## src/rtl/sub_serial_ctrl.sv

```systemverilog
// rtl/sub_serial_ctrl.sv - nibble-serial subtractor time-sharing one 4-bit ripple-borrow slice
module sub4_ripple (
    input  logic       b_in,
    input  logic [3:0] A,
    input  logic [3:0] B,
    output logic [3:0] D,
    output logic       b4
);
    always_comb begin
        logic bw;
        bw = b_in;
        D  = '0;
        for (int i = 0; i < 4; i++) begin
            D[i] = A[i] ^ B[i] ^ bw;
            bw   = (~A[i] & B[i]) | (~(A[i] ^ B[i]) & bw);
        end
        b4 = bw;
    end
endmodule

module sub_serial_ctrl #(
    parameter int NIBBLES = 4
) (
    input  logic                 clk,
    input  logic                 rst_n,
    input  logic                 start,
    input  logic [4*NIBBLES-1:0] a,
    input  logic [4*NIBBLES-1:0] b,
    input  logic                 b_in,
    output logic                 busy,
    output logic                 done,
    output logic [4*NIBBLES-1:0] diff,
    output logic                 b_out,
    output logic                 zero
);
    localparam int W  = 4 * NIBBLES;
    localparam int CW = $clog2(NIBBLES);

    typedef enum logic [1:0] {IDLE, RUN, DONE} state_t;

    state_t        state;
    logic [W-1:0]  a_q;
    logic [W-1:0]  b_q;
    logic          borrow_q;
    logic [CW-1:0] cnt;
    logic [3:0]    a_nib;
    logic [3:0]    b_nib;
    logic [3:0]    d_nib;
    logic          b4;
    logic [W-1:0]  diff_next;
    logic          last;

    always_comb begin
        a_nib = '0;
        b_nib = '0;
        for (int i = 0; i < NIBBLES; i++) begin
            if (cnt == CW'(i)) begin
                a_nib = a_q[4*i +: 4];
                b_nib = b_q[4*i +: 4];
            end
        end
    end

    sub4_ripple u_slice (
        .b_in (borrow_q),
        .A    (a_nib),
        .B    (b_nib),
        .D    (d_nib),
        .b4   (b4)
    );

    // Completed diff including the nibble being written this cycle, so zero can be registered with it
    always_comb begin
        diff_next = diff;
        for (int i = 0; i < NIBBLES; i++) begin
            if (cnt == CW'(i)) begin
                diff_next[4*i +: 4] = d_nib;
            end
        end
    end

    assign last = (cnt == CW'(NIBBLES - 1));

    always_ff @(posedge clk or negedge rst_n) begin
        if (!rst_n) begin
            state    <= IDLE;
            a_q      <= '0;
            b_q      <= '0;
            borrow_q <= 1'b0;
            cnt      <= '0;
            busy     <= 1'b0;
            done     <= 1'b0;
            diff     <= '0;
            b_out    <= 1'b0;
            zero     <= 1'b1;
        end else begin
            case (state)
                IDLE: begin
                    done <= 1'b0;
                    if (start) begin
                        a_q      <= a;
                        b_q      <= b;
                        borrow_q <= b_in;
                        cnt      <= '0;
                        busy     <= 1'b1;
                        state    <= RUN;
                    end
                end
                RUN: begin
                    diff     <= diff_next;
                    borrow_q <= b4;
                    cnt      <= cnt + CW'(1);
                    if (last) begin
                        state <= DONE;
                        busy  <= 1'b0;
                        done  <= 1'b1;
                        b_out <= b4;
                        zero  <= (diff_next == '0);
                    end
                end
                DONE: begin
                    done  <= 1'b0;
                    state <= IDLE;
                end
                default: begin
                    state <= IDLE;
                    busy  <= 1'b0;
                    done  <= 1'b0;
                end
            endcase
        end
    end
endmodule

```

## config.mk

```make
export PLATFORM = sky130hd
export DESIGN_NAME = sub_serial_ctrl
export DESIGN_NICKNAME = d
export VERILOG_FILES = /design/src/rtl/sub_serial_ctrl.sv
export SDC_FILE = /design/constraint.sdc
export NUM_CORES = 1
export LEC_CHECK = 0
export ABC_AREA = 1
export CORE_MARGIN = 1.5
export CORE_UTILIZATION = 46
export CTS_CLUSTER_SIZE = 40
export DETAILED_ROUTE_END_ITERATION = 7
export PLACE_DENSITY = 0.85
export SLEW_MARGIN = 20
export SYNTH_ARGS = -nofsm -noshare
export SYNTH_HDL_FRONTEND = slang
export SYNTH_SLANG_ARGS = --single-unit
```

## constraint.sdc

```tcl
create_clock -name clk -period 3.55 [get_ports clk]
set_input_delay 0.71 -clock clk [delete_from_list [all_inputs] [get_ports clk]]
set_output_delay 0.71 -clock clk [all_outputs]
set_load 0.02 [all_outputs]
```

==> results of run 1 <==
## kinds of logic (layout without fill, tap and decap cells)
family / count (synthesis) / count (layout) / share of synthesized area
AO/OA/AOI/OAI: 53 / 53 / 0.0975
buffers and inverters: 37 / 102 / 0.0677
adder cells (fa/ha/maj): 8 / 8 / 0.0463
AND/OR/NAND/NOR: 201 / 201 / 0.281
flip-flops: 57 / 57 / 0.508
## synthesized netlist by cell type (all sizes together)
library cell    n
ha              4
o211ai          1
a31oi           5
nor2           18
nand2         176
nand3           7
buf            15
a21oi          10
clkbuf          1
dfrtp          56
fa              4
inv            21
o21ai          37
dfstp           1
## worst min-delay path by stage
stage,from,endpoint,cells past startpoint
6_report,rst_n,diff[10],1
3_3_place_gp,b_q[14],b_q[14],2
4_1_cts,rst_n,diff[2],1
2_1_floorplan,rst_n,a_q[0],0
3_5_place_dp,b_q[14],b_q[14],2
5_1_grt,rst_n,diff[10],1
## placed cells by master (no fill, tap or decap), drive strengths merged
cell type      count
nor2              18
clkbuf            11
inv               21
o211ai             1
clkdlybuf4s50     54
a31oi              5
nand3              7
dfrtp             56
clkinv             2
o21ai             37
ha                 4
dfstp              1
fa                 4
buf               11
bufinv             2
nand2            176
a21oi             10
clkinvlp           1
## layout make-up
class,count,share of cell area
Clock inverter,5,0.0210
Clock buffer,11,0.0411
Timing Repair Buffer,65,0.168
Inverter,21,0.0221
Sequential cell,57,0.388
Multi-Input combinational cell,262,0.334
Tap cell,75,0.0255
## sequential cells by signal, summed over array words and instances, names as in the netlist
signal and flops:
a_q 16, b_out 1, b_q 16, borrow_q 1, busy 1, cnt 2, diff 16, done 1
state 2, zero 1
## per-layer routing
metal | vias to the layer above | wire [um]
met2 | 85 | 3220
met5 | - | 0
met1 | 1146 | 2850
met3 | 20 | 385
li1 | 1232 | -
met4 | 0 | 187
## worst register-to-register path, delay by kind of cell, from the launching register on
family          cells  cell delay, ps
simple gates       10             640
buf+inv             4             330
flops               1             420
fa+ha+maj           5            1790
compound gates      2             160
## report_power, final
group	internal [mW]	switching [mW]
clock	0.430	0.267
combinational	0.851	1.36
sequential	0.969	0.238
## what timing repair did
item	CTS	global route
resized for setup	1	13
pin swaps	0	0
setup endpoints to repair	1	4
==> metrics, run 1 <==
outcome completed; ant diodes 0; Max Fclk about 0.29 GHz; cell depth of the worst flop-to-flop path 21; Fin Setup TNS 0 ps; vias in the first global route 2341; maximum clock path buffer count 2; Max VDD drop 461 uV; Starting Density 0.475; largest net degree at the start of global routing 36; slew margin rel. 0.560; GR Util met1 0.286; utilization after layout 0.623; DRT antenna net count 0; Bufs and invs on worst path 4; FF+latch count, synth 57; crit path max fanout 7; Die Area roughly 6600 um2; CTS root buf clkbuf_8; Leakage roughly 1.8 nW; Vias 2483; Multi-input gate area 1230 um2; Crit-path slowest cell fa_1; average wire per standard cell 13.4 um; crit path capture type register; Synth Instances 356; CP required ~3800 ps; M2 GR Usage 0.366; placed insts 480; share of cells above drive strength 1 0.116; Mapped Avg Cell Area 7.89 um2; DRT iter0 DRCs 150; Pwr Total 4.12 mW; crit-path cells inv_2 > ha_4 > inv_2 > nand3_1 > nand2_1 > o21ai_0 > nand2_1 > o21ai_1 > fa_2 > fa_1 > fa_1 > inv_1 > fa_1 > inv_2 > nand2_1 > nand2_2 > nor2_2 > nand2_1 > nor2_2 > nand3_1 > nand2_1; H-tree levels 3; met3 Use GR 0.0663; Pre-antenna DRT Iters 4; CP arrival 3700 ps; cell taking the most area after synthesis dfrtp_1; post-place setup slack 32.8 ps; reg-to-reg endpoint zero; critical path's largest stage delay around 450 ps; layout net count 460; FILL cells between 400 and 500; P per Cell Area between 1000 and 1500 nW/um2; Storage cell area approximately 1400 um2; P&R area growth vs syn 31.2%; CTS tree built; initial antenna violation count 0; worst slew pin tran 660 ps; CORE AREA just under 6000 um2; post-CTS setup buffers 0; cell mode on critical path nand2_1; hold buffers post-CTS 0; Die W 81.2 um; GRT Total Usage 0.230; Stages on worst setup path 21; fin crit share 0.961; Final WS setup 137 ps; DRT Wirelength 6.64 mm; placed cell areas 3410 um2; minimum clock period 3410 ps; Fin. Hold Viols 0; syn nets 400; final instance area 3690 um2; Worst Skew 7.41 ps; maxcap violations 0; CP top delay family adder cells; largest cells by area after synthesis dfrtp_1, nand2_1, o21ai_0, fa_1, inv_1; Post-Syn Area 2810 um2; site row count 28; Final Wtd Congestion roughly 0.87; Worst-path clk slew around 70 ps; total congestion overflow 0; Crit. Startpoint cnt[1]; clock latency on the worst-skew pair around 350 ps; global route hottest layer met2; Slew Viols, Final 0; Worst R2R Start cnt[1]; crit start category register; Die H 81.2 um; vias per cell 5.01; I/O Pins 56; Hold Crit Class in -> async; hold slack 379 ps; register area share after synthesis 0.508; Synth Warn # 0; CTS Buf Count 9; Post-DP HPWL 4.75 mm; Yosys cell types 22; Setup CP Type reg -> reg; share of the synthesized area in the top cell type 0.499; IO Port Bufs between 50 and 60; final setup fails 0; Non-Filler Instances 496; DR DRC count 0; Worst R2R Setup Slack 140 ps; CP Capture Point zero; first-pass GRT wire length 11.0 mm; number of clock sinks 57
No activity file was read; power rests on OpenSTA's default activity.
==> inputs of run 2 (changes only) <==
CORE_UTILIZATION = 30   (was 46)
PLACE_DENSITY = 0.63   (was 0.85)
SETUP_SLACK_MARGIN = 0.05   (was default)
==> metrics, run 2 (same netlist as run 1, synthesis figures left out) <==
most common cell after layout, fill and taps aside nand2_1 (unchanged); P&R area growth vs syn 31.6% (was 31.2%); clock latency on the worst-skew pair 340 ps (was 350 ps); Crit-path slowest cell fa_1 (unchanged); CP arrival 3610 ps (was 3700 ps); maxcap violations 0 (unchanged); first-pass GRT wire length 11.6 mm (was 11.0 mm); Worst-path clk slew 70 ps (about the same); DRT Wirelength 6.93 mm (was 6.64 mm); outcome completed (unchanged); Max VDD drop 319 uV (was 461 uV); cell mode on critical path nand2_1 (unchanged); fin crit share 0.941 (was 0.961); Fin. Hold Viols 0 (unchanged); IO Port Bufs 55 (unchanged); DRT antenna net count 0 (unchanged); DR DRC count 0 (unchanged); crit-path cells buf_4 > ha_4 > buf_4 > nand2_1 > o21ai_0 > nand2_1 > a21oi_1 > fa_2 > fa_2 > fa_2 > inv_2 > fa_1 > inv_2 > nand2_1 > nand2_2 > nor2_2 > nand2_1 > nor2_2 > nand3_1 > nand2_1 (was inv_2 > ha_4 > inv_2 > nand3_1 > nand2_1 > o21ai_0 > nand2_1 > o21ai_1 > fa_2 > fa_1 > fa_1 > inv_1 > fa_1 > inv_2 > nand2_1 > nand2_2 > nor2_2 > nand2_1 > nor2_2 > nand3_1 > nand2_1); share of cells above drive strength 1 0.113 (was 0.116); P per Cell Area 1090 nW/um2 (was 1120 nW/um2); H-tree levels 3 (unchanged); Worst R2R Start cnt[0] (was cnt[1]); Bufs and invs on worst path 4 (unchanged); Pwr Total 4.01 mW (was 4.12 mW); crit path max fanout 7 (unchanged); layout net count 462 (was 460); worst slew pin tran 688 ps (was 660 ps); hold buffers post-CTS 0 (unchanged); utilization after layout 0.404 (was 0.623); Worst R2R Setup Slack 210 ps (was 140 ps); Starting Density 0.307 (was 0.475); RSZ-0062 raised after global routing false; initial antenna violation count 0 (unchanged); critical path's largest stage delay 450 ps (about the same); final setup fails 0 (unchanged); CP top delay family adder cells (unchanged); CTS Buf Count 9 (unchanged); vias per cell 4.57 (was 5.01); Post-DP HPWL 5.11 mm (was 4.75 mm); GRT Total Usage 0.153 (was 0.230); Vias 2438 (was 2483); Die Area 9960 um2 (was 6590 um2); number of clock sinks 57 (unchanged); site row count 35 (was 28); slew margin rel. 0.542 (was 0.560); Pre-antenna DRT Iters 4 (unchanged); biggest regs a_q: 16 flops, b_q: 16 flops, diff: 16 flops (unchanged); CTS tree built (unchanged); CORE AREA 9150 um2 (was 5920 um2); Fin Setup TNS 0 ps (unchanged); CTS root buf clkbuf_8 (unchanged); largest net degree at the start of global routing 35 (was 36); Setup CP Type reg -> reg (unchanged); Max Fclk 0.299 GHz (was 0.293 GHz); vias in the first global route 2396 (was 2341); Worst Skew 8.68 ps (was 7.41 ps); ant diodes 0 (unchanged); Slew Viols, Final 0 (unchanged); DRT iter0 DRCs 162 (was 150); crit start category register (unchanged); maximum clock path buffer count 2 (unchanged); I/O Pins 56 (unchanged); crit path capture type register (unchanged); total congestion overflow 0 (unchanged); reg-to-reg endpoint zero (unchanged); Leakage 1.79 nW (was 1.81 nW); Hold Crit Class in -> async (unchanged); minimum clock period 3340 ps (was 3410 ps); cell depth of the worst flop-to-flop path 20 (was 21); CP required 3820 ps (was 3840 ps); leading cell types in the layout, fill and taps excluded nand2_1, dfrtp_1, clkdlybuf4s50_1 (unchanged); Die W 99.8 um (was 81.2 um); average wire per standard cell 13.0 um (was 13.4 um); Final Wtd Congestion 0.892 (was 0.874); Die H 99.8 um (was 81.2 um)
[run 2: how the worst max path moves through the flow]
stage,start,end,slack (ps),depth (start not counted)
floorplan,cnt[1],zero,140,22
global placement,cnt[0],zero,150,20
detailed placement,cnt[1],zero,60,20
CTS,cnt[1],zero,60,20
global route,cnt[0],zero,40,20
finish,cnt[0],zero,210,20
[run 2: area by class of cell]
cell class,instances,area [um2]
fill,939,5460
sequential,57,1430
multi-input combinational,262,1230
timing repair buffer,67,636
clock buffer,13,149
tap,111,139
inverter,21,78.8
clock inverter,3,40.0
[run 2: timing repair]
item | CTS | global route
setup endpoints to repair | 0 | 4
gates resized for setup | 0 | 11
buffers inserted | 0 | 1
[run 2: metal layers]
layer	vias up	share of wire	wire length, um	GRT usage
li1	1243	-	-	-
met1	1126	0.45	3130	0.188
met2	60	0.49	3380	0.252
met3	9	0.042	292	0.0362
met4	0	0.018	126	0.0737
met5	-	0	0	0
[run 2: power by group]
part	total [mW]	switching, mW	internal (mW)	leakage (nW)
Sequential	1.19	0.218	0.968	0.696
Combinational	2.24	1.37	0.866	1.00
Clock	0.591	0.249	0.342	0.0974
Total	4.01	1.84	2.18	1.79
[run 2: metrics by stage]
stage	hold WS [ps]	area, um2	setup slack (ps)	std cells
final	406	3700	211	534
after global routing	450	3700	37.5	534
after CTS	420	3650	55.3	533
after detailed placement	460	3470	64.7	517
after global placement	455	3470	154	517
after floorplan	414	2810	139	356
